$ cat src/rtl/alu_share_ctrl_if.sv
// Bundle of the request, shared-ALU and response channels around alu_share_ctrl.
// The controller connects through slave; the surrounding environment connects through master.
interface alu_share_ctrl_if #(
    parameter int N = 64
);
    logic         req0_valid;
    logic         req0_ready;
    logic [1:0]   req0_fn;
    logic [N-1:0] req0_a;
    logic [N-1:0] req0_b;
    logic         req1_valid;
    logic         req1_ready;
    logic [1:0]   req1_fn;
    logic [N-1:0] req1_a;
    logic [N-1:0] req1_b;
    logic [1:0]   alu_fn;
    logic [N-1:0] alu_a;
    logic [N-1:0] alu_b;
    logic [N-1:0] alu_y;
    logic         alu_of;
    logic         rsp_valid;
    logic         rsp_ready;
    logic         rsp_id;
    logic [N-1:0] rsp_y;
    logic         rsp_zf;
    logic         rsp_sf;
    logic         rsp_of;

    modport slave (
        input  req0_valid, req0_fn, req0_a, req0_b,
        output req0_ready,
        input  req1_valid, req1_fn, req1_a, req1_b,
        output req1_ready,
        output alu_fn, alu_a, alu_b,
        input  alu_y, alu_of,
        output rsp_valid, rsp_id, rsp_y, rsp_zf, rsp_sf, rsp_of,
        input  rsp_ready
    );

    modport master (
        output req0_valid, req0_fn, req0_a, req0_b,
        input  req0_ready,
        output req1_valid, req1_fn, req1_a, req1_b,
        input  req1_ready,
        input  alu_fn, alu_a, alu_b,
        output alu_y, alu_of,
        input  rsp_valid, rsp_id, rsp_y, rsp_zf, rsp_sf, rsp_of,
        output rsp_ready
    );
endinterface

$ cat src/rtl/alu_share_ctrl.sv
// Round-robin controller that time-shares one external combinational ALU between two
// requesters; operands are registered into the ALU and the result plus flags are returned.
module alu_share_ctrl #(
    parameter int N = 64
) (
    input  logic            clk,
    input  logic            rst_n,
    alu_share_ctrl_if.slave bus
);
    typedef enum logic [1:0] {
        S_IDLE = 2'd0,
        S_EXEC = 2'd1,
        S_DONE = 2'd2
    } state_t;

    state_t       r_state;
    state_t       w_state_nxt;
    logic         r_last_grant;
    logic         r_owner;
    logic [1:0]   r_alu_fn;
    logic [N-1:0] r_alu_a;
    logic [N-1:0] r_alu_b;
    logic [N-1:0] r_rsp_y;
    logic         r_rsp_id;
    logic         r_rsp_zf;
    logic         r_rsp_sf;
    logic         r_rsp_of;
    logic         w_gnt0;
    logic         w_gnt1;
    logic         w_hs0;
    logic         w_hs1;

    // Overflow only has meaning for add/sub; logic ops (fn[1]=1) report 0.
    function automatic logic f_keep_of(input logic [1:0] fn, input logic of);
        return of & ~fn[1];
    endfunction

    always_comb begin
        w_gnt0      = bus.req0_valid && (!bus.req1_valid || r_last_grant);
        w_gnt1      = bus.req1_valid && (!bus.req0_valid || !r_last_grant);
        w_hs0       = 1'b0;
        w_hs1       = 1'b0;
        w_state_nxt = r_state;
        case (r_state)
            S_IDLE: begin
                w_hs0 = rst_n && w_gnt0;
                w_hs1 = rst_n && w_gnt1;
                if (w_hs0 || w_hs1) begin
                    w_state_nxt = S_EXEC;
                end
            end
            S_EXEC: w_state_nxt = S_DONE;
            S_DONE: begin
                if (bus.rsp_ready) begin
                    w_state_nxt = S_IDLE;
                end
            end
            default: w_state_nxt = S_IDLE;
        endcase
    end

    always_ff @(posedge clk) begin
        if (!rst_n) begin
            r_state      <= S_IDLE;
            r_last_grant <= 1'b1;
            r_owner      <= 1'b0;
            r_alu_fn     <= '0;
            r_alu_a      <= '0;
            r_alu_b      <= '0;
            r_rsp_y      <= '0;
            r_rsp_id     <= 1'b0;
            r_rsp_zf     <= 1'b0;
            r_rsp_sf     <= 1'b0;
            r_rsp_of     <= 1'b0;
        end else begin
            r_state <= w_state_nxt;
            if (w_hs0) begin
                r_alu_fn <= bus.req0_fn;
                r_alu_a  <= bus.req0_a;
                r_alu_b  <= bus.req0_b;
                r_owner  <= 1'b0;
            end else if (w_hs1) begin
                r_alu_fn <= bus.req1_fn;
                r_alu_a  <= bus.req1_a;
                r_alu_b  <= bus.req1_b;
                r_owner  <= 1'b1;
            end
            // EXEC -> DONE: capture the shared ALU result for the owner
            if (r_state == S_EXEC) begin
                r_rsp_y      <= bus.alu_y;
                r_rsp_zf     <= (bus.alu_y == '0);
                r_rsp_sf     <= bus.alu_y[N-1];
                r_rsp_of     <= f_keep_of(r_alu_fn, bus.alu_of);
                r_rsp_id     <= r_owner;
                r_last_grant <= r_owner;
            end
        end
    end

    assign bus.req0_ready = w_hs0;
    assign bus.req1_ready = w_hs1;
    assign bus.alu_fn     = r_alu_fn;
    assign bus.alu_a      = r_alu_a;
    assign bus.alu_b      = r_alu_b;
    assign bus.rsp_valid  = (r_state == S_DONE);
    assign bus.rsp_id     = r_rsp_id;
    assign bus.rsp_y      = r_rsp_y;
    assign bus.rsp_zf     = r_rsp_zf;
    assign bus.rsp_sf     = r_rsp_sf;
    assign bus.rsp_of     = r_rsp_of;
endmodule

$ cat src/flat_wrapper.sv
// flat-port wrapper written by rule: the top's interface ports become plain ports
module alu_share_ctrl_flat 
#(
    parameter int N = 64
)
  (clk, rst_n, bus_req0_valid, bus_req0_fn, bus_req0_a, bus_req0_b, bus_req0_ready, bus_req1_valid, bus_req1_fn, bus_req1_a, bus_req1_b, bus_req1_ready, bus_alu_fn, bus_alu_a, bus_alu_b, bus_alu_y, bus_alu_of, bus_rsp_valid, bus_rsp_id, bus_rsp_y, bus_rsp_zf, bus_rsp_sf, bus_rsp_of, bus_rsp_ready);
  alu_share_ctrl_if #(.N(N)) bus_i ();
  input  logic clk;
  input  logic rst_n;
  input wire logic [$bits(bus_i.req0_valid)-1:0] bus_req0_valid;
  input wire logic [$bits(bus_i.req0_fn)-1:0] bus_req0_fn;
  input wire logic [$bits(bus_i.req0_a)-1:0] bus_req0_a;
  input wire logic [$bits(bus_i.req0_b)-1:0] bus_req0_b;
  output wire logic [$bits(bus_i.req0_ready)-1:0] bus_req0_ready;
  input wire logic [$bits(bus_i.req1_valid)-1:0] bus_req1_valid;
  input wire logic [$bits(bus_i.req1_fn)-1:0] bus_req1_fn;
  input wire logic [$bits(bus_i.req1_a)-1:0] bus_req1_a;
  input wire logic [$bits(bus_i.req1_b)-1:0] bus_req1_b;
  output wire logic [$bits(bus_i.req1_ready)-1:0] bus_req1_ready;
  output wire logic [$bits(bus_i.alu_fn)-1:0] bus_alu_fn;
  output wire logic [$bits(bus_i.alu_a)-1:0] bus_alu_a;
  output wire logic [$bits(bus_i.alu_b)-1:0] bus_alu_b;
  input wire logic [$bits(bus_i.alu_y)-1:0] bus_alu_y;
  input wire logic [$bits(bus_i.alu_of)-1:0] bus_alu_of;
  output wire logic [$bits(bus_i.rsp_valid)-1:0] bus_rsp_valid;
  output wire logic [$bits(bus_i.rsp_id)-1:0] bus_rsp_id;
  output wire logic [$bits(bus_i.rsp_y)-1:0] bus_rsp_y;
  output wire logic [$bits(bus_i.rsp_zf)-1:0] bus_rsp_zf;
  output wire logic [$bits(bus_i.rsp_sf)-1:0] bus_rsp_sf;
  output wire logic [$bits(bus_i.rsp_of)-1:0] bus_rsp_of;
  input wire logic [$bits(bus_i.rsp_ready)-1:0] bus_rsp_ready;
  assign bus_i.req0_valid = bus_req0_valid;
  assign bus_i.req0_fn = bus_req0_fn;
  assign bus_i.req0_a = bus_req0_a;
  assign bus_i.req0_b = bus_req0_b;
  assign bus_req0_ready = bus_i.req0_ready;
  assign bus_i.req1_valid = bus_req1_valid;
  assign bus_i.req1_fn = bus_req1_fn;
  assign bus_i.req1_a = bus_req1_a;
  assign bus_i.req1_b = bus_req1_b;
  assign bus_req1_ready = bus_i.req1_ready;
  assign bus_alu_fn = bus_i.alu_fn;
  assign bus_alu_a = bus_i.alu_a;
  assign bus_alu_b = bus_i.alu_b;
  assign bus_i.alu_y = bus_alu_y;
  assign bus_i.alu_of = bus_alu_of;
  assign bus_rsp_valid = bus_i.rsp_valid;
  assign bus_rsp_id = bus_i.rsp_id;
  assign bus_rsp_y = bus_i.rsp_y;
  assign bus_rsp_zf = bus_i.rsp_zf;
  assign bus_rsp_sf = bus_i.rsp_sf;
  assign bus_rsp_of = bus_i.rsp_of;
  assign bus_i.rsp_ready = bus_rsp_ready;
  alu_share_ctrl #(.N(N)) u_core (.clk(clk), .rst_n(rst_n), .bus(bus_i));
endmodule
$ cat config.mk
export PLATFORM = sky130hd
export DESIGN_NAME = alu_share_ctrl_flat
export DESIGN_NICKNAME = d
export VERILOG_FILES = /design/src/rtl/alu_share_ctrl_if.sv /design/src/rtl/alu_share_ctrl.sv /design/src/flat_wrapper.sv
export SDC_FILE = /design/constraint.sdc
export NUM_CORES = 1
export LEC_CHECK = 0
export ABC_AREA = 1
export BUFFER_PORTS_ARGS = -buffer_cell sky130_fd_sc_hd__buf_4
export CAP_MARGIN = 20
export CORE_AREA = 8 8 199 201
export DETAILED_ROUTE_END_ITERATION = 6
export DIE_AREA = 0 0 207 209
export GPL_TIMING_DRIVEN = 1
export SLEW_MARGIN = 20
export SYNTH_ARGS = -nofsm -noshare
export SYNTH_HDL_FRONTEND = slang
export SYNTH_SLANG_ARGS = --single-unit
$ cat constraint.sdc
create_clock -name clk -period 2.1 [get_ports clk]
set_clock_uncertainty 0.15 [all_clocks]
set_input_delay 0.105 -clock clk [delete_from_list [all_inputs] [get_ports clk]]
set_output_delay 0.105 -clock clk [all_outputs]
set_load 0.02 [all_outputs]
## Word-level counts from Yosys, hierarchy flattened

Cells that the tools add are included.

| word-level totals | value |
|---|---|
| bits in registers | 202 |
| latch bits | 0 |
| memory bits (writable) | 0 |
| bits in read-only memories | 0 |
| bits of input ports | 330 |
| output and inout bits | 201 |
| logic and storage cells | 44 |
| memories | 0 |

| operators by class | value |
|---|---|
| $add $sub $neg | 0 |
| multipliers | 0 |
| div/mod/pow operators | 0 |
| $lt $le $gt $ge | 0 |
| eq/ne operators | 4 |
| shift operators | 0 |
| multiplexer cells | 11 |
| bitwise operators | 3 |
| reduce and logical (&&, ||, !) cells | 15 |

Operator list:

| cell | number |
|---|---|
| 64-bit 2-to-1 mux | 4 |
| 64-bit zero test | 1 |
| 2-bit 2-to-1 mux | 4 |
| 2-bit one-hot mux with 3 select lines | 1 |
| 1-bit logical AND | 4 |
| 2-bit by 1-bit != test with 1-bit output (second input constant) | 2 |
| 1-bit zero test | 3 |
| 1-bit logical OR | 3 |
| 2-bit by 1-bit == test with 1-bit output (second input constant) | 1 |
| 2-bit == test (second input constant) | 1 |
| 2-bit zero test | 1 |
| 1-bit 2-to-1 mux | 2 |
| 1-bit NOT | 2 |
| 2-bit AND reduction | 1 |
| 2-bit nonzero test | 1 |
| 2-bit OR reduction | 1 |
| 1-bit AND | 1 |

## Depth between registers and ports, before layout

Gate-level depths: netlist (run 1).

| depth | value |
|---|---|
| depth in word-level cells | 7 |
| gate-level depth with buffers | 11 |
| gate-level depth less buffers | 8 |

## Worst setup path before layout (run 1)

No wires, ideal clock.

| path | value |
|---|---|
| path kind | flip-flop to flip-flop |
| from | reg u_core.r_state[1] |
| to | reg u_core.r_alu_b[54] (netlist: u_core.bus.alu_b[54]) |
| library setup time | 0.115 ns |
| data arrival time | 1.224 ns |
| required time | 1.835 ns |
| setup slack | 0.611 ns |
| cell stages (with the launch flop) | 9 |
| path buffers | 2 |
| period minus slack after synthesis | 1.489 ns |
| path through | dfxtp_1 -> nor3_4 -> o21ai_1 -> inv_2 -> buf_4 -> buf_4 -> nand3_1 -> o211ai_1 -> inv_2 |

| between the ends | value |
|---|---|
| longest elaborated chain between the ends | 3 |
| elaborated cells between the ends (all ways) | 5 |
| classes of those cells | mux (3); reduce/logical (2) |

RTL lines:

| what | line | RTL |
|---|---|---|
| start, declared | alu_share_ctrl.sv:16 | `state_t r_state;` |
| start signal, assigned | alu_share_ctrl.sv:76 | `r_state <= w_state_nxt;` |
| 2-bit zero test * | alu_share_ctrl.sv:44 | `case (r_state)` |
| 1-bit 2-to-1 mux | alu_share_ctrl.sv:44 |  |
| 64-bit 2-to-1 mux or 2-bit nonzero test (tied branches) | n/a |  |
| end signal, assigned | alu_share_ctrl.sv:80 | `r_alu_b <= bus.req0_b;` |
| end signal, assigned | alu_share_ctrl.sv:85 | `r_alu_b <= bus.req1_b;` |
| end, declared | alu_share_ctrl.sv:22 | `logic [N-1:0] r_alu_b;` |

Every way passes the cells marked *; elsewhere a longest branch is shown, timed or not.
A chain may end at the register's enable or synchronous reset.

## Final worst setup path (run 1)

| path | value |
|---|---|
| from | reg u_core.r_state[0] |
| to | reg u_core.r_rsp_zf (netlist: u_core.bus.rsp_zf) |

| between the ends | value |
|---|---|
| longest elaborated chain between the ends | 1 |

RTL lines:

| what | line | RTL |
|---|---|---|
| 2-bit by 1-bit == test with 1-bit output | alu_share_ctrl.sv:89 | `if (r_state == S_EXEC) begin` |
| end signal, assigned | alu_share_ctrl.sv:91 | `r_rsp_zf <= (bus.alu_y == '0);` |
| end, declared | alu_share_ctrl.sv:25 | `logic r_rsp_zf;` |

Every way passes these cells.

==> impl_results.html, run 1 <==
<table>
<tr><th>Metric</th><th>Value</th></tr>
<tr><th colspan="2">Power and ir drop</th></tr>
<tr><td>Part of the power in the clock network</td><td>34.1%</td></tr>
<tr><td>Sw Share</td><td>30.2%</td></tr>
<tr><td>Peak ir drop on the vdd network</td><td>647 µV</td></tr>
<tr><td>Power Total</td><td>11.9 mW</td></tr>
<tr><td>Net switching power</td><td>3.61 mW</td></tr>
<tr><td>Cell area power density</td><td>686 mW/mm²</td></tr>
<tr><td>Standby leakage power</td><td>8.66 nW</td></tr>
<tr><td>Combinational group share of total power</td><td>28.9%</td></tr>
<tr><td>Share of power burned in registers</td><td>37.0%</td></tr>
<tr><td>Cell internal power dissipation</td><td>8.33 mW</td></tr>
<tr><th colspan="2">Floorplan</th></tr>
<tr><td>Total number of placement rows</td><td>70</td></tr>
<tr><td>Die height</td><td>209 µm</td></tr>
<tr><td>Total die area</td><td>0.0433 mm²</td></tr>
<tr><td>Num ports</td><td>531</td></tr>
<tr><td>Initial Util</td><td>24.2%</td></tr>
<tr><td>Area inside the core boundary</td><td>0.0363 mm²</td></tr>
<tr><td>Horizontal die dimension</td><td>207 µm</td></tr>
<tr><th colspan="2">Final layout</th></tr>
<tr><td>NumNets Final</td><td>2,383</td></tr>
<tr><td>Area used by sequential logic in the layout</td><td>0.00403 mm²</td></tr>
<tr><td>Layout cells sized above 1</td><td>32.4%</td></tr>
<tr><td>Most common library cell in the layout ignoring fill and taps</td><td>sky130_fd_sc_hd__buf_4</td></tr>
<tr><td>Commonest cells after routing, fill and taps aside</td><td>sky130_fd_sc_hd__buf_4 (556), sky130_fd_sc_hd__dlygate4sd3_1 (333), sky130_fd_sc_hd__nand2_1 (280)</td></tr>
<tr><td>Multi-input combinational cell area</td><td>0.00375 mm²</td></tr>
<tr><td>Area added between synthesis and finish</td><td>98.1%</td></tr>
<tr><td>Filler cell count</td><td>3,291</td></tr>
<tr><td>Finished layout cell area</td><td>0.0174 mm²</td></tr>
<tr><th colspan="2">Synthesis</th></tr>
<tr><td>Yosys top cell by area</td><td>sky130_fd_sc_hd__dfxtp_1</td></tr>
<tr><td>Area contributors post-synth</td><td>sky130_fd_sc_hd__dfxtp_1 (46%), sky130_fd_sc_hd__nand2_1 (12%), sky130_fd_sc_hd__o211ai_1 (11%)</td></tr>
<tr><td>Count of different cell masters after synthesis</td><td>23</td></tr>
<tr><td>Area share of the largest cell type after synthesis</td><td>45.8%</td></tr>
<tr><td>Ys Warns</td><td>0</td></tr>
<tr><td>Gate Count Post-Synth</td><td>1,221</td></tr>
<tr><td>Net count after synthesis</td><td>1,551</td></tr>
<tr><td>Number of flip-flops and latches in the synthesized netlist</td><td>201</td></tr>
<tr><td>Avg Inst Size Synth</td><td>7.19 µm²</td></tr>
<tr><td>Sequential fraction of the synthesis area</td><td>45.8%</td></tr>
<tr><td>Mapped Area</td><td>0.00878 mm²</td></tr>
<tr><th colspan="2">Route</th></tr>
<tr><td>Via-per-instance ratio</td><td>4.57</td></tr>
<tr><td>Total via count after detailed routing</td><td>11,600</td></tr>
<tr><td>DRC violations left</td><td>0</td></tr>
<tr><td>First drt pass iteration count</td><td>5</td></tr>
<tr><td>Wire length per cell after detailed routing</td><td>16.9 µm</td></tr>
<tr><td>Sum of routed wire length over all layers</td><td>42,900 µm</td></tr>
<tr><td>Drt first-iter violations</td><td>729</td></tr>
<tr><td>Number of nets still failing antenna checks after routing</td><td>0</td></tr>
<tr><th colspan="2">Critical path</th></tr>
<tr><td>Data arrival time at the worst-slack endpoint</td><td>2270 ps</td></tr>
<tr><td>Sort of element at the start of the critical path</td><td>register</td></tr>
<tr><td>Worst R2R Start</td><td>u_core.r_state[0]</td></tr>
<tr><td>Setup slack, reg-to-reg</td><td>140 ps</td></tr>
<tr><td>Endpoint of the most critical register-to-register path</td><td>u_core.bus.rsp_zf</td></tr>
<tr><td>Type of the worst setup path</td><td>reg -&gt; reg</td></tr>
<tr><td>Category of the worst setup path capture point</td><td>register</td></tr>
<tr><td>CP Data Required Time</td><td>2410 ps</td></tr>
<tr><td>Top fanout value on the critical path</td><td>4</td></tr>
<tr><td>Worst-case reg-to-reg path depth</td><td>8</td></tr>
<tr><th colspan="2">Timing</th></tr>
<tr><td>Max-slew violation total from the final report</td><td>0</td></tr>
<tr><td>Transition time at the pin with the least slew margin</td><td>890 ps</td></tr>
<tr><td>Sum of negative setup slack</td><td>0 ps</td></tr>
<tr><td>Unrepaired setup endpoints after global routing</td><td>false</td></tr>
<tr><td>Peak Freq</td><td>510 MHz</td></tr>
<tr><td>Clock period minus worst slack</td><td>1960 ps</td></tr>
<tr><td>Share of the cycle needed by the critical path after routing</td><td>93.4%</td></tr>
<tr><td>Endpoints failing hold</td><td>0</td></tr>
<tr><td>Max-slew headroom at the worst pin</td><td>40.6%</td></tr>
<tr><td>Setup violation total in the final timing report</td><td>0</td></tr>
<tr><th colspan="2">Min path</th></tr>
<tr><td>Hold Crit Start</td><td>bus_alu_y[52]</td></tr>
<tr><td>Min-delay worst type</td><td>in -&gt; reg</td></tr>
<tr><td>Count of cells along the worst hold path</td><td>4</td></tr>
<tr><td>Hold Path End</td><td>u_core.bus.rsp_y[52]</td></tr>
<tr><th colspan="2">Global route</th></tr>
<tr><td>Initial antenna violation count</td><td>3</td></tr>
<tr><td>Via count of the first global-routing pass</td><td>12,100</td></tr>
<tr><td>Largest net degree at the start of global routing</td><td>197</td></tr>
<tr><td>Global route total overflow</td><td>0</td></tr>
<tr><td>Wire length of the first global-routing pass</td><td>66,900 µm</td></tr>
<tr><td>Total Routing Usage GR</td><td>18.6%</td></tr>
<tr><th colspan="2">CTS</th></tr>
<tr><td>Clock insertion delay at the later pin of the skew report</td><td>510 ps</td></tr>
<tr><td>Bufs on Longest Clock Path</td><td>3</td></tr>
<tr><td>H-tree depth reported by CTS</td><td>1</td></tr>
<tr><td>CTS Root Cell</td><td>sky130_fd_sc_hd__clkbuf_16</td></tr>
<tr><td>TritonCTS Buffers</td><td>24</td></tr>
<tr><td>TritonCTS clock tree</td><td>built</td></tr>
<tr><td>Clock Pin Slew Worst Setup and Hold Paths</td><td>60 ps</td></tr>
<tr><td>Number of clock sinks seen by CTS</td><td>201</td></tr>
<tr><th colspan="2">Place</th></tr>
<tr><td>Routability cong.</td><td>0.825</td></tr>
<tr><td>Number of port buffers</td><td>530</td></tr>
<tr><td>Post-detail-place hpwl</td><td>27,800 µm</td></tr>
<tr><td>Placement Cell Area</td><td>0.0132 mm²</td></tr>
<tr><th colspan="2">Outcome</th></tr>
<tr><td>Run status</td><td>completed</td></tr>
<tr><th colspan="2">Run</th></tr>
<tr><td>Number of maximum-capacitance violations</td><td>0</td></tr>
</table>
==> flip-flops by register name, indices dropped and copies added (netlist names) <==
register and count:
u_core.bus.alu_a 64, u_core.r_owner 1, u_core.r_state 2, u_core.bus.rsp_of 1, u_core.bus.rsp_y 64, u_core.bus.rsp_id 1, u_core.r_last_grant 1, u_core.bus.alu_fn 2
u_core.bus.alu_b 64, u_core.bus.rsp_zf 1
==> routing by layer <==
metal	GRT usage [%]	share of wire, %	vias up
met4	9.14	4.6	0
met2	33.1	50	599
met3	4.61	7.6	129
met5	0	0	-
met1	20.5	38	5265
li1	-	-	5620
==> how the worst max path moves through the flow <==
| stage | startpoint | end | slack [ps] | cells past startpoint |
|---|---|---|---|---|
| global route | u_core.r_state[1] | bus_req0_ready | 20 | 5 |
| floorplan | u_core.r_state[1] | u_core.bus.alu_b[54] | 610 | 8 |
| global placement | u_core.r_state[1] | u_core.bus.alu_a[46] | 290 | 8 |
| detailed placement | u_core.r_state[1] | u_core.bus.alu_b[3] | 250 | 8 |
| finish | u_core.r_state[0] | u_core.bus.rsp_zf | 140 | 8 |
| CTS | u_core.r_state[1] | bus_req0_ready | 10 | 5 |
==> power by group through the flow <==
stage,clock network (mW),logic (mW),registers [mW]
final,4.07,3.44,4.42
after global placement,0,2.84,4.48
after detailed placement,0,2.86,4.48
after global routing,4.33,3.68,4.46
after floorplan,0,0.969,4.91
after CTS,4.20,3.40,4.41
==> worst max-delay path, cell delays in order, from the launching register on <==
cell and delay, ps:
sky130_fd_sc_hd__dfxtp_2 360, sky130_fd_sc_hd__inv_1 70, sky130_fd_sc_hd__nor2_4 140, sky130_fd_sc_hd__inv_2 60, sky130_fd_sc_hd__or2_4 250, sky130_fd_sc_hd__nor2_1 100
sky130_fd_sc_hd__nand3_1 80, sky130_fd_sc_hd__a21oi_1 130, sky130_fd_sc_hd__dlygate4sd3_1 560
==> repair_timing <==
item / CTS / global route
gates resized for setup: 1 / 2
hold buffers: 333 / 0
endpoints found under the hold margin: 200 / 0
setup endpoints to repair: 1 / 2
pin swaps: 0 / 2
setup buffers: 0 / 3
cloned: 1 / 1
==> synth_stat cells <==
library cell / count
sky130_fd_sc_hd__or2_1: 1
sky130_fd_sc_hd__buf_6: 9
sky130_fd_sc_hd__inv_1: 77
sky130_fd_sc_hd__nand2_1: 280
sky130_fd_sc_hd__nand2_2: 1
sky130_fd_sc_hd__o211a_1: 1
sky130_fd_sc_hd__inv_2: 63
sky130_fd_sc_hd__a21oi_1: 7
sky130_fd_sc_hd__clkbuf_1: 37
sky130_fd_sc_hd__o21ai_0: 64
sky130_fd_sc_hd__nand3b_1: 1
sky130_fd_sc_hd__buf_2: 39
sky130_fd_sc_hd__buf_4: 8
sky130_fd_sc_hd__nor3_4: 1
sky130_fd_sc_hd__nor2_2: 1
sky130_fd_sc_hd__nor2_1: 162
sky130_fd_sc_hd__a21boi_1: 1
sky130_fd_sc_hd__nor3_1: 1
sky130_fd_sc_hd__o211ai_1: 131
sky130_fd_sc_hd__nand3_1: 133
sky130_fd_sc_hd__nand4_1: 1
sky130_fd_sc_hd__dfxtp_1: 201
sky130_fd_sc_hd__o21ai_1: 1
==> stage by stage <==
| step | hold slack (ps) | worst slack (ps) | instances | util (%) |
|---|---|---|---|---|
| after floorplan | 89.9 | 611 | 1221 | - |
| after global placement | 187 | 292 | 2157 | 36.4 |
| after detailed placement | 193 | 249 | 2157 | 36.4 |
| after CTS | 189 | 12.1 | 2532 | 47.8 |
| after global routing | 222 | 21.1 | 2539 | 48.0 |
| final | 220 | 138 | 2539 | 48.0 |
==> final cells by class <==
type | instances | area share [%]
flip-flops and latches | 201 | 23.1
multi-input cells | 787 | 21.6
inverters | 140 | 3.06
well taps | 468 | 3.36
clock buffers | 35 | 4.04
clock inverters | 6 | 0.367
repair buffers | 899 | 44.4
diodes | 3 | 0.0431
==> cells by family (layout without fill, tap and decap cells) <==
family | after synthesis | in the layout | share of synthesized area [%]
AND/OR/NAND/NOR | 582 | 582 | 27.1
buffers and inverters | 233 | 1080 | 11.6
AO/OA/AOI/OAI | 205 | 205 | 15.5
flip-flops | 201 | 201 | 45.8
other | 0 | 3 | 0
No activity file was read; power rests on OpenSTA's default activity.
==> inputs of run 2 (changes only) <==
Settings changed: BUFFER_PORTS_ARGS -buffer_cell sky130_fd_sc_hd__buf_4 to -buffer_cell sky130_fd_sc_hd__buf_2.
==> impl_results.html, run 2 (same netlist as run 1, synthesis figures left out) <==
<table>
<tr><th>Metric</th><th>Value</th></tr>
<tr><th colspan="2">Outcome</th></tr>
<tr><td>Run status</td><td>completed (unchanged)</td></tr>
<tr><th colspan="2">Timing</th></tr>
<tr><td>Endpoints failing hold</td><td>0 (unchanged)</td></tr>
<tr><td>Share of the cycle needed by the critical path after routing</td><td>90.5% (was 93.4%)</td></tr>
<tr><td>Peak Freq</td><td>526 MHz (was 510 MHz)</td></tr>
<tr><td>Sum of negative setup slack</td><td>0 ps (unchanged)</td></tr>
<tr><td>Max-slew violation total from the final report</td><td>0 (unchanged)</td></tr>
<tr><td>Max-slew headroom at the worst pin</td><td>30.8% (was 40.6%)</td></tr>
<tr><td>Transition time at the pin with the least slew margin</td><td>1040 ps (was 890 ps)</td></tr>
<tr><td>Clock period minus worst slack</td><td>1900 ps (was 1960 ps)</td></tr>
<tr><td>Setup violation total in the final timing report</td><td>0 (unchanged)</td></tr>
<tr><td>Unrepaired setup endpoints after global routing</td><td>false (unchanged)</td></tr>
<tr><th colspan="2">CTS</th></tr>
<tr><td>Post-cts repair resize count</td><td>0 (was 1)</td></tr>
<tr><td>Clock insertion delay at the later pin of the skew report</td><td>530 ps (was 510 ps)</td></tr>
<tr><td>Clock Pin Slew Worst Setup and Hold Paths</td><td>60 ps (about the same)</td></tr>
<tr><td>TritonCTS Buffers</td><td>25 (was 24)</td></tr>
<tr><td>Number of clock sinks seen by CTS</td><td>201 (unchanged)</td></tr>
<tr><td>Bufs on Longest Clock Path</td><td>3 (unchanged)</td></tr>
<tr><td>H-tree depth reported by CTS</td><td>1 (unchanged)</td></tr>
<tr><td>CTS Root Cell</td><td>sky130_fd_sc_hd__clkbuf_16 (unchanged)</td></tr>
<tr><td>TritonCTS clock tree</td><td>built (unchanged)</td></tr>
<tr><th colspan="2">Global route</th></tr>
<tr><td>Largest net degree at the start of global routing</td><td>197 (unchanged)</td></tr>
<tr><td>Via count of the first global-routing pass</td><td>12,100 (about the same)</td></tr>
<tr><td>Global route total overflow</td><td>0 (unchanged)</td></tr>
<tr><td>Wire length of the first global-routing pass</td><td>64,300 µm (was 66,900 µm)</td></tr>
<tr><td>Total Routing Usage GR</td><td>17.8% (was 18.6%)</td></tr>
<tr><td>Initial antenna violation count</td><td>4 (was 3)</td></tr>
<tr><th colspan="2">Place</th></tr>
<tr><td>Number of port buffers</td><td>530 (unchanged)</td></tr>
<tr><td>Post-detail-place hpwl</td><td>25,600 µm (was 27,800 µm)</td></tr>
<tr><td>Routability cong.</td><td>0.873 (was 0.825)</td></tr>
<tr><td>Placement Cell Area</td><td>0.0118 mm² (was 0.0132 mm²)</td></tr>
<tr><th colspan="2">Floorplan</th></tr>
<tr><td>Total die area</td><td>0.0433 mm² (unchanged)</td></tr>
<tr><td>Initial Util</td><td>24.2% (unchanged)</td></tr>
<tr><td>Die height</td><td>209 µm (unchanged)</td></tr>
<tr><td>Num ports</td><td>531 (unchanged)</td></tr>
<tr><td>Area inside the core boundary</td><td>0.0363 mm² (unchanged)</td></tr>
<tr><td>Horizontal die dimension</td><td>207 µm (unchanged)</td></tr>
<tr><td>Total number of placement rows</td><td>70 (unchanged)</td></tr>
<tr><th colspan="2">Final layout</th></tr>
<tr><td>Area used by sequential logic in the layout</td><td>0.00402 mm² (was 0.00403 mm²)</td></tr>
<tr><td>Filler cell count</td><td>3,364 (was 3,291)</td></tr>
<tr><td>Finished layout cell area</td><td>0.0159 mm² (was 0.0174 mm²)</td></tr>
<tr><td>Most common library cell in the layout ignoring fill and taps</td><td>sky130_fd_sc_hd__buf_2 (was sky130_fd_sc_hd__buf_4)</td></tr>
<tr><td>NumNets Final</td><td>2,366 (was 2,383)</td></tr>
<tr><td>Commonest cells after routing, fill and taps aside</td><td>sky130_fd_sc_hd__buf_2 (529), sky130_fd_sc_hd__dlygate4sd3_1 (331), sky130_fd_sc_hd__nand2_1 (280) (was sky130_fd_sc_hd__buf_4 (556), sky130_fd_sc_hd__dlygate4sd3_1 (333), sky130_fd_sc_hd__nand2_1 (280))</td></tr>
<tr><td>Area added between synthesis and finish</td><td>81.5% (was 98.1%)</td></tr>
<tr><td>Layout cells sized above 1</td><td>31.8% (was 32.4%)</td></tr>
<tr><td>Multi-input combinational cell area</td><td>0.00375 mm² (about the same)</td></tr>
<tr><th colspan="2">Critical path</th></tr>
<tr><td>Sort of element at the start of the critical path</td><td>register (unchanged)</td></tr>
<tr><td>Category of the worst setup path capture point</td><td>register (unchanged)</td></tr>
<tr><td>Top fanout value on the critical path</td><td>50 (was 4)</td></tr>
<tr><td>Worst-case reg-to-reg path depth</td><td>7 (was 8)</td></tr>
<tr><td>Type of the worst setup path</td><td>reg -&gt; reg (unchanged)</td></tr>
<tr><td>Data arrival time at the worst-slack endpoint</td><td>2220 ps (was 2270 ps)</td></tr>
<tr><td>CP Data Required Time</td><td>2420 ps (was 2410 ps)</td></tr>
<tr><td>Setup slack, reg-to-reg</td><td>200 ps (was 140 ps)</td></tr>
<tr><td>Worst R2R Start</td><td>u_core.r_state[1] (was u_core.r_state[0])</td></tr>
<tr><td>Endpoint of the most critical register-to-register path</td><td>u_core.bus.alu_b[3] (was u_core.bus.rsp_zf)</td></tr>
<tr><th colspan="2">Route</th></tr>
<tr><td>DRC violations left</td><td>0 (unchanged)</td></tr>
<tr><td>Total via count after detailed routing</td><td>11,900 (was 11,600)</td></tr>
<tr><td>Drt first-iter violations</td><td>1,066 (was 729)</td></tr>
<tr><td>Wire length per cell after detailed routing</td><td>16.4 µm (was 16.9 µm)</td></tr>
<tr><td>Number of nets still failing antenna checks after routing</td><td>0 (unchanged)</td></tr>
<tr><td>First drt pass iteration count</td><td>6 (was 5)</td></tr>
<tr><td>Sum of routed wire length over all layers</td><td>41,300 µm (was 42,900 µm)</td></tr>
<tr><td>Via-per-instance ratio</td><td>4.70 (was 4.57)</td></tr>
<tr><th colspan="2">Power and ir drop</th></tr>
<tr><td>Part of the power in the clock network</td><td>36.6% (was 34.1%)</td></tr>
<tr><td>Net switching power</td><td>3.57 mW (was 3.61 mW)</td></tr>
<tr><td>Cell area power density</td><td>731 mW/mm² (was 686 mW/mm²)</td></tr>
<tr><td>Sw Share</td><td>30.6% (was 30.2%)</td></tr>
<tr><td>Peak ir drop on the vdd network</td><td>617 µV (was 647 µV)</td></tr>
<tr><td>Combinational group share of total power</td><td>25.5% (was 28.9%)</td></tr>
<tr><td>Share of power burned in registers</td><td>37.8% (was 37.0%)</td></tr>
<tr><td>Cell internal power dissipation</td><td>8.08 mW (was 8.33 mW)</td></tr>
<tr><td>Standby leakage power</td><td>8.26 nW (was 8.66 nW)</td></tr>
<tr><th colspan="2">Min path</th></tr>
<tr><td>Hold Crit Start</td><td>bus_alu_y[49] (was bus_alu_y[52])</td></tr>
<tr><td>Min-delay worst type</td><td>in -&gt; reg (unchanged)</td></tr>
<tr><td>Hold Path End</td><td>u_core.bus.rsp_y[49] (was u_core.bus.rsp_y[52])</td></tr>
<tr><td>Count of cells along the worst hold path</td><td>4 (unchanged)</td></tr>
<tr><th colspan="2">Run</th></tr>
<tr><td>Number of maximum-capacitance violations</td><td>0 (unchanged)</td></tr>
</table>
==> run 2: cell count changes in the layout (fill, tap and decap cells not counted), moves of 2 or more <==
cell                            delta
sky130_fd_sc_hd__buf_4           -544
sky130_fd_sc_hd__buf_2           +529
sky130_fd_sc_hd__buf_12            +2
sky130_fd_sc_hd__clkinvlp_4        -2
sky130_fd_sc_hd__diode_2           +2
sky130_fd_sc_hd__dlygate4sd3_1     -2
sky130_fd_sc_hd__inv_6             +2
==> run 2: worst max-delay path by stage <==
| stage | from | end | slack [ps] | depth (start not counted) |
|---|---|---|---|---|
| 2_1_floorplan | u_core.r_state[1] | u_core.bus.alu_b[54] | 610 | 8 |
| 3_3_place_gp | u_core.r_state[1] | u_core.bus.alu_b[3] | 240 | 7 |
| 3_5_place_dp | u_core.r_state[1] | u_core.bus.alu_b[39] | 260 | 7 |
| 4_1_cts | u_core.r_state[1] | bus_req0_ready | 170 | 4 |
| 5_1_grt | u_core.r_last_grant | u_core.bus.alu_b[18] | 80 | 9 |
| 6_report | u_core.r_state[1] | u_core.bus.alu_b[3] | 200 | 7 |
==> run 2: critical path, cell delays in order, from the launching register on <==
cell	delay (ps)
sky130_fd_sc_hd__dfxtp_1	430
sky130_fd_sc_hd__nor3_4	80
sky130_fd_sc_hd__nand2_4	100
sky130_fd_sc_hd__buf_4	440
sky130_fd_sc_hd__nand2_1	250
sky130_fd_sc_hd__nand3_1	150
sky130_fd_sc_hd__o211ai_1	90
sky130_fd_sc_hd__inv_1	80
==> run 2: cell type report <==
cell class | count | area share (%)
multi-input combinational | 787 | 23.5
clock inverter | 7 | 0.581
sequential | 201 | 25.2
tap | 468 | 3.67
timing repair buffer | 881 | 39.1
antenna | 5 | 0.0785
inverter | 140 | 3.34
clock buffer | 36 | 4.50
==> run 2: metrics by stage <==
step	power, mW	std cells	setup slack [ps]	hold slack [ps]	utilization [%]
2_1_floorplan	5.88	1221	611	89.9	-
3_3_place_gp	6.88	2146	242	194	32.6
3_5_place_dp	6.90	2146	256	200	32.6
4_1_cts	11.8	2520	166	163	43.9
5_1_grt	12.2	2525	83.4	210	44.0
6_report	11.7	2525	200	201	44.0
==> run 2: power groups by stage <==
stage          Sequential, mW  Clock [mW]  Combinational (mW)
2_1_floorplan            4.91           0               0.969
3_3_place_gp             4.47           0                2.41
3_5_place_dp             4.47           0                2.43
4_1_cts                  4.40        4.43                2.92
5_1_grt                  4.45        4.55                3.20
6_report                 4.41        4.27                2.97
==> run 2: repair_timing <==
| item | in CTS | in global routing |
|---|---|---|
| setup endpoints to repair | 0 | 0 |
| hold buffers | 331 | 0 |
| endpoints found under the hold margin | 200 | 0 |
| setup buffers | 0 | 0 |
==> run 2: metal layers <==
| layer | routed length [µm] | part of all wire (%) | up-vias | global-route usage [%] |
|---|---|---|---|---|
| met5 | 0 | 0 | - | 0 |
| met4 | 2870 | 6.9 | 0 | 12.9 |
| met3 | 3280 | 7.9 | 186 | 4.04 |
| met2 | 19400 | 47 | 748 | 30.0 |
| met1 | 15700 | 38 | 5337 | 19.7 |
| li1 | - | - | 5585 | - |
==> inputs of run 3 (changes only) <==
Settings changed: BUFFER_PORTS_ARGS -buffer_cell sky130_fd_sc_hd__buf_2 to default, DONT_BUFFER_PORTS from default to 1, MAX_ROUTING_LAYER from default to met4.
==> impl_results.html, run 3 (same netlist as run 1, synthesis figures left out) <==
<table>
<tr><th>Metric</th><th>Value</th></tr>
<tr><th colspan="2">Final layout</th></tr>
<tr><td>Area added between synthesis and finish</td><td>29.7% (was 81.5%)</td></tr>
<tr><td>Commonest cells after routing, fill and taps aside</td><td>sky130_fd_sc_hd__nand2_1 (280), sky130_fd_sc_hd__dfxtp_1 (201), sky130_fd_sc_hd__nor2_1 (161) (was sky130_fd_sc_hd__buf_2 (529), sky130_fd_sc_hd__dlygate4sd3_1 (331), sky130_fd_sc_hd__nand2_1 (280))</td></tr>
<tr><td>Most common library cell in the layout ignoring fill and taps</td><td>sky130_fd_sc_hd__nand2_1 (was sky130_fd_sc_hd__buf_2)</td></tr>
<tr><td>Filler cell count</td><td>3,761 (was 3,364)</td></tr>
<tr><td>Layout cells sized above 1</td><td>9.92% (was 31.8%)</td></tr>
<tr><td>NumNets Final</td><td>1,655 (was 2,366)</td></tr>
<tr><th colspan="2">Critical path</th></tr>
<tr><td>Type of the worst setup path</td><td>reg -&gt; out (was reg -&gt; reg)</td></tr>
<tr><td>Sort of element at the start of the critical path</td><td>register (unchanged)</td></tr>
<tr><td>Top fanout value on the critical path</td><td>31 (was 50)</td></tr>
<tr><td>Data arrival time at the worst-slack endpoint</td><td>1730 ps (was 2220 ps)</td></tr>
<tr><td>CP Data Required Time</td><td>1850 ps (was 2420 ps)</td></tr>
<tr><td>Category of the worst setup path capture point</td><td>output pin (was register)</td></tr>
<tr><th colspan="2">Route</th></tr>
<tr><td>Sum of routed wire length over all layers</td><td>32,000 µm (was 41,300 µm)</td></tr>
<tr><td>Wire length per cell after detailed routing</td><td>17.7 µm (was 16.4 µm)</td></tr>
<tr><td>Total via count after detailed routing</td><td>8,664 (was 11,900)</td></tr>
<tr><td>Drt first-iter violations</td><td>642 (was 1,066)</td></tr>
<tr><td>First drt pass iteration count</td><td>5 (was 6)</td></tr>
<tr><td>Number of nets still failing antenna checks after routing</td><td>0 (unchanged)</td></tr>
<tr><td>DRC violations left</td><td>0 (unchanged)</td></tr>
<tr><td>Via-per-instance ratio</td><td>4.78 (was 4.70)</td></tr>
<tr><th colspan="2">Floorplan</th></tr>
<tr><td>Horizontal die dimension</td><td>207 µm (unchanged)</td></tr>
<tr><td>Total die area</td><td>0.0433 mm² (unchanged)</td></tr>
<tr><td>Num ports</td><td>531 (unchanged)</td></tr>
<tr><td>Die height</td><td>209 µm (unchanged)</td></tr>
<tr><td>Total number of placement rows</td><td>70 (unchanged)</td></tr>
<tr><td>Initial Util</td><td>24.2% (unchanged)</td></tr>
<tr><td>Area inside the core boundary</td><td>0.0363 mm² (unchanged)</td></tr>
<tr><th colspan="2">CTS</th></tr>
<tr><td>TritonCTS Buffers</td><td>22 (was 25)</td></tr>
<tr><td>TritonCTS clock tree</td><td>built (unchanged)</td></tr>
<tr><td>Number of clock sinks seen by CTS</td><td>201 (unchanged)</td></tr>
<tr><td>CTS Root Cell</td><td>sky130_fd_sc_hd__clkbuf_16 (unchanged)</td></tr>
<tr><td>Clock insertion delay at the later pin of the skew report</td><td>500 ps (was 530 ps)</td></tr>
<tr><td>H-tree depth reported by CTS</td><td>1 (unchanged)</td></tr>
<tr><td>Clock Pin Slew Worst Setup and Hold Paths</td><td>60 ps (about the same)</td></tr>
<tr><td>Bufs on Longest Clock Path</td><td>3 (unchanged)</td></tr>
<tr><th colspan="2">Timing</th></tr>
<tr><td>Transition time at the pin with the least slew margin</td><td>568 ps (was 1040 ps)</td></tr>
<tr><td>Setup violation total in the final timing report</td><td>0 (unchanged)</td></tr>
<tr><td>Max-slew violation total from the final report</td><td>0 (unchanged)</td></tr>
<tr><td>Clock period minus worst slack</td><td>1980 ps (was 1900 ps)</td></tr>
<tr><td>Endpoints failing hold</td><td>130 (was 0)</td></tr>
<tr><td>Sum of negative setup slack</td><td>0 ps (unchanged)</td></tr>
<tr><td>Max-slew headroom at the worst pin</td><td>62.1% (was 30.8%)</td></tr>
<tr><td>Unrepaired setup endpoints after global routing</td><td>false (unchanged)</td></tr>
<tr><td>Worst hold slack across all endpoints</td><td>-345 ps (was 201 ps)</td></tr>
<tr><td>Share of the cycle needed by the critical path after routing</td><td>94.5% (was 90.5%)</td></tr>
<tr><td>Peak Freq</td><td>504 MHz (was 526 MHz)</td></tr>
<tr><th colspan="2">Power and ir drop</th></tr>
<tr><td>Peak ir drop on the vdd network</td><td>456 µV (was 617 µV)</td></tr>
<tr><td>Power Total</td><td>10.3 mW (was 11.7 mW)</td></tr>
<tr><td>Cell area power density</td><td>900 mW/mm² (was 731 mW/mm²)</td></tr>
<tr><td>Standby leakage power</td><td>5.26 nW (was 8.26 nW)</td></tr>
<tr><th colspan="2">Global route</th></tr>
<tr><td>Via count of the first global-routing pass</td><td>8,681 (was 12,100)</td></tr>
<tr><td>Global route total overflow</td><td>0 (unchanged)</td></tr>
<tr><td>Total Routing Usage GR</td><td>14.1% (was 17.8%)</td></tr>
<tr><td>Largest net degree at the start of global routing</td><td>198 (was 197)</td></tr>
<tr><td>Wire length of the first global-routing pass</td><td>49,000 µm (was 64,300 µm)</td></tr>
<tr><td>Initial antenna violation count</td><td>1 (was 4)</td></tr>
<tr><th colspan="2">Place</th></tr>
<tr><td>Post-detail-place hpwl</td><td>22,600 µm (was 25,600 µm)</td></tr>
<tr><td>Number of port buffers</td><td>0 (was 530)</td></tr>
<tr><td>Routability cong.</td><td>0.872 (was 0.873)</td></tr>
<tr><th colspan="2">Run</th></tr>
<tr><td>Number of maximum-capacitance violations</td><td>0 (unchanged)</td></tr>
<tr><th colspan="2">Outcome</th></tr>
<tr><td>Run status</td><td>complete, but fails checks (was completed)</td></tr>
<tr><td>Violations in the final reports</td><td>hold timing</td></tr>
<tr><th colspan="2">Min path</th></tr>
<tr><td>Min-delay worst type</td><td>in -&gt; reg (unchanged)</td></tr>
</table>
run 3: worst paths after layout:
| check | cells after the start | startpoint | endpoint | slack, ps |
|---|---|---|---|---|
| setup / recovery | 5 | u_core.r_state[0] | bus_req0_ready | 120 |
| hold / removal | 2 | rst_n | u_core.bus.alu_a[52] | -350 |
| setup reg to reg | 7 | u_core.r_state[0] | u_core.bus.rsp_y[37] | 120 |
| hold reg to reg | 2 | u_core.r_owner | u_core.bus.rsp_id | 350 |
run 3: metal layers:
layer | wire length, µm | vias to the layer above | global-route usage [%]
met2 | 15400 | 468 | 24.0
met1 | 12300 | 3925 | 15.3
met3 | 2790 | 94 | 3.49
li1 | - | 4177 | -
met4 | 1450 | 0 | 6.88
met5 | 0 | - | -
run 3: layout make-up:
cell class	instances	area [µm²]	share of cell area, %
Inverter	140	533	4.68
Multi-Input combinational cell	787	3760	33.0
Clock buffer	34	647	5.68
Timing Repair Buffer	173	1780	15.6
Antenna cell	2	5.00	0.0439
Sequential cell	201	4020	35.3
Tap cell	468	586	5.14
Clock inverter	6	60.1	0.527
run 3: through the flow:
step / util [%] / hold WS, ps / instance area (µm²) / setup WS [ps] / instances
finish: 31.4 / -345 / 11400 / 116 / 1811
global placement: 25.4 / 69.9 / 9220 / 295 / 1628
detailed placement: 25.4 / 82.3 / 9220 / 239 / 1628
CTS: 31.3 / -408 / 11400 / 11.9 / 1808
global route: 31.4 / -372 / 11400 / 4.07 / 1810
floorplan: - / 89.9 / 8780 / 611 / 1221
run 3: what timing repair did:
| action | CTS | global route |
|---|---|---|
| hold buffers | 139 | 2 |
| pin swaps | 0 | 4 |
| endpoints found under the setup margin | 1 | 43 |
| endpoints found under the hold margin | 201 | 131 |
| gates cloned | 1 | 0 |
| setup buffers | 0 | 0 |
| resized for setup | 1 | 5 |
run 3: where the power goes:
part / internal (mW) / switching, mW
sequential: 4.20 / 0.782
combinational: 0.702 / 0.804
clock: 2.24 / 1.53
run 3: worst max-delay path, stage by stage, from the launching register on:
cell,delay (ps)
sky130_fd_sc_hd__dfxtp_1,340
sky130_fd_sc_hd__nor3_4,240
sky130_fd_sc_hd__nand2_4,110
sky130_fd_sc_hd__inv_4,140
sky130_fd_sc_hd__buf_16,190
sky130_fd_sc_hd__buf_4,170
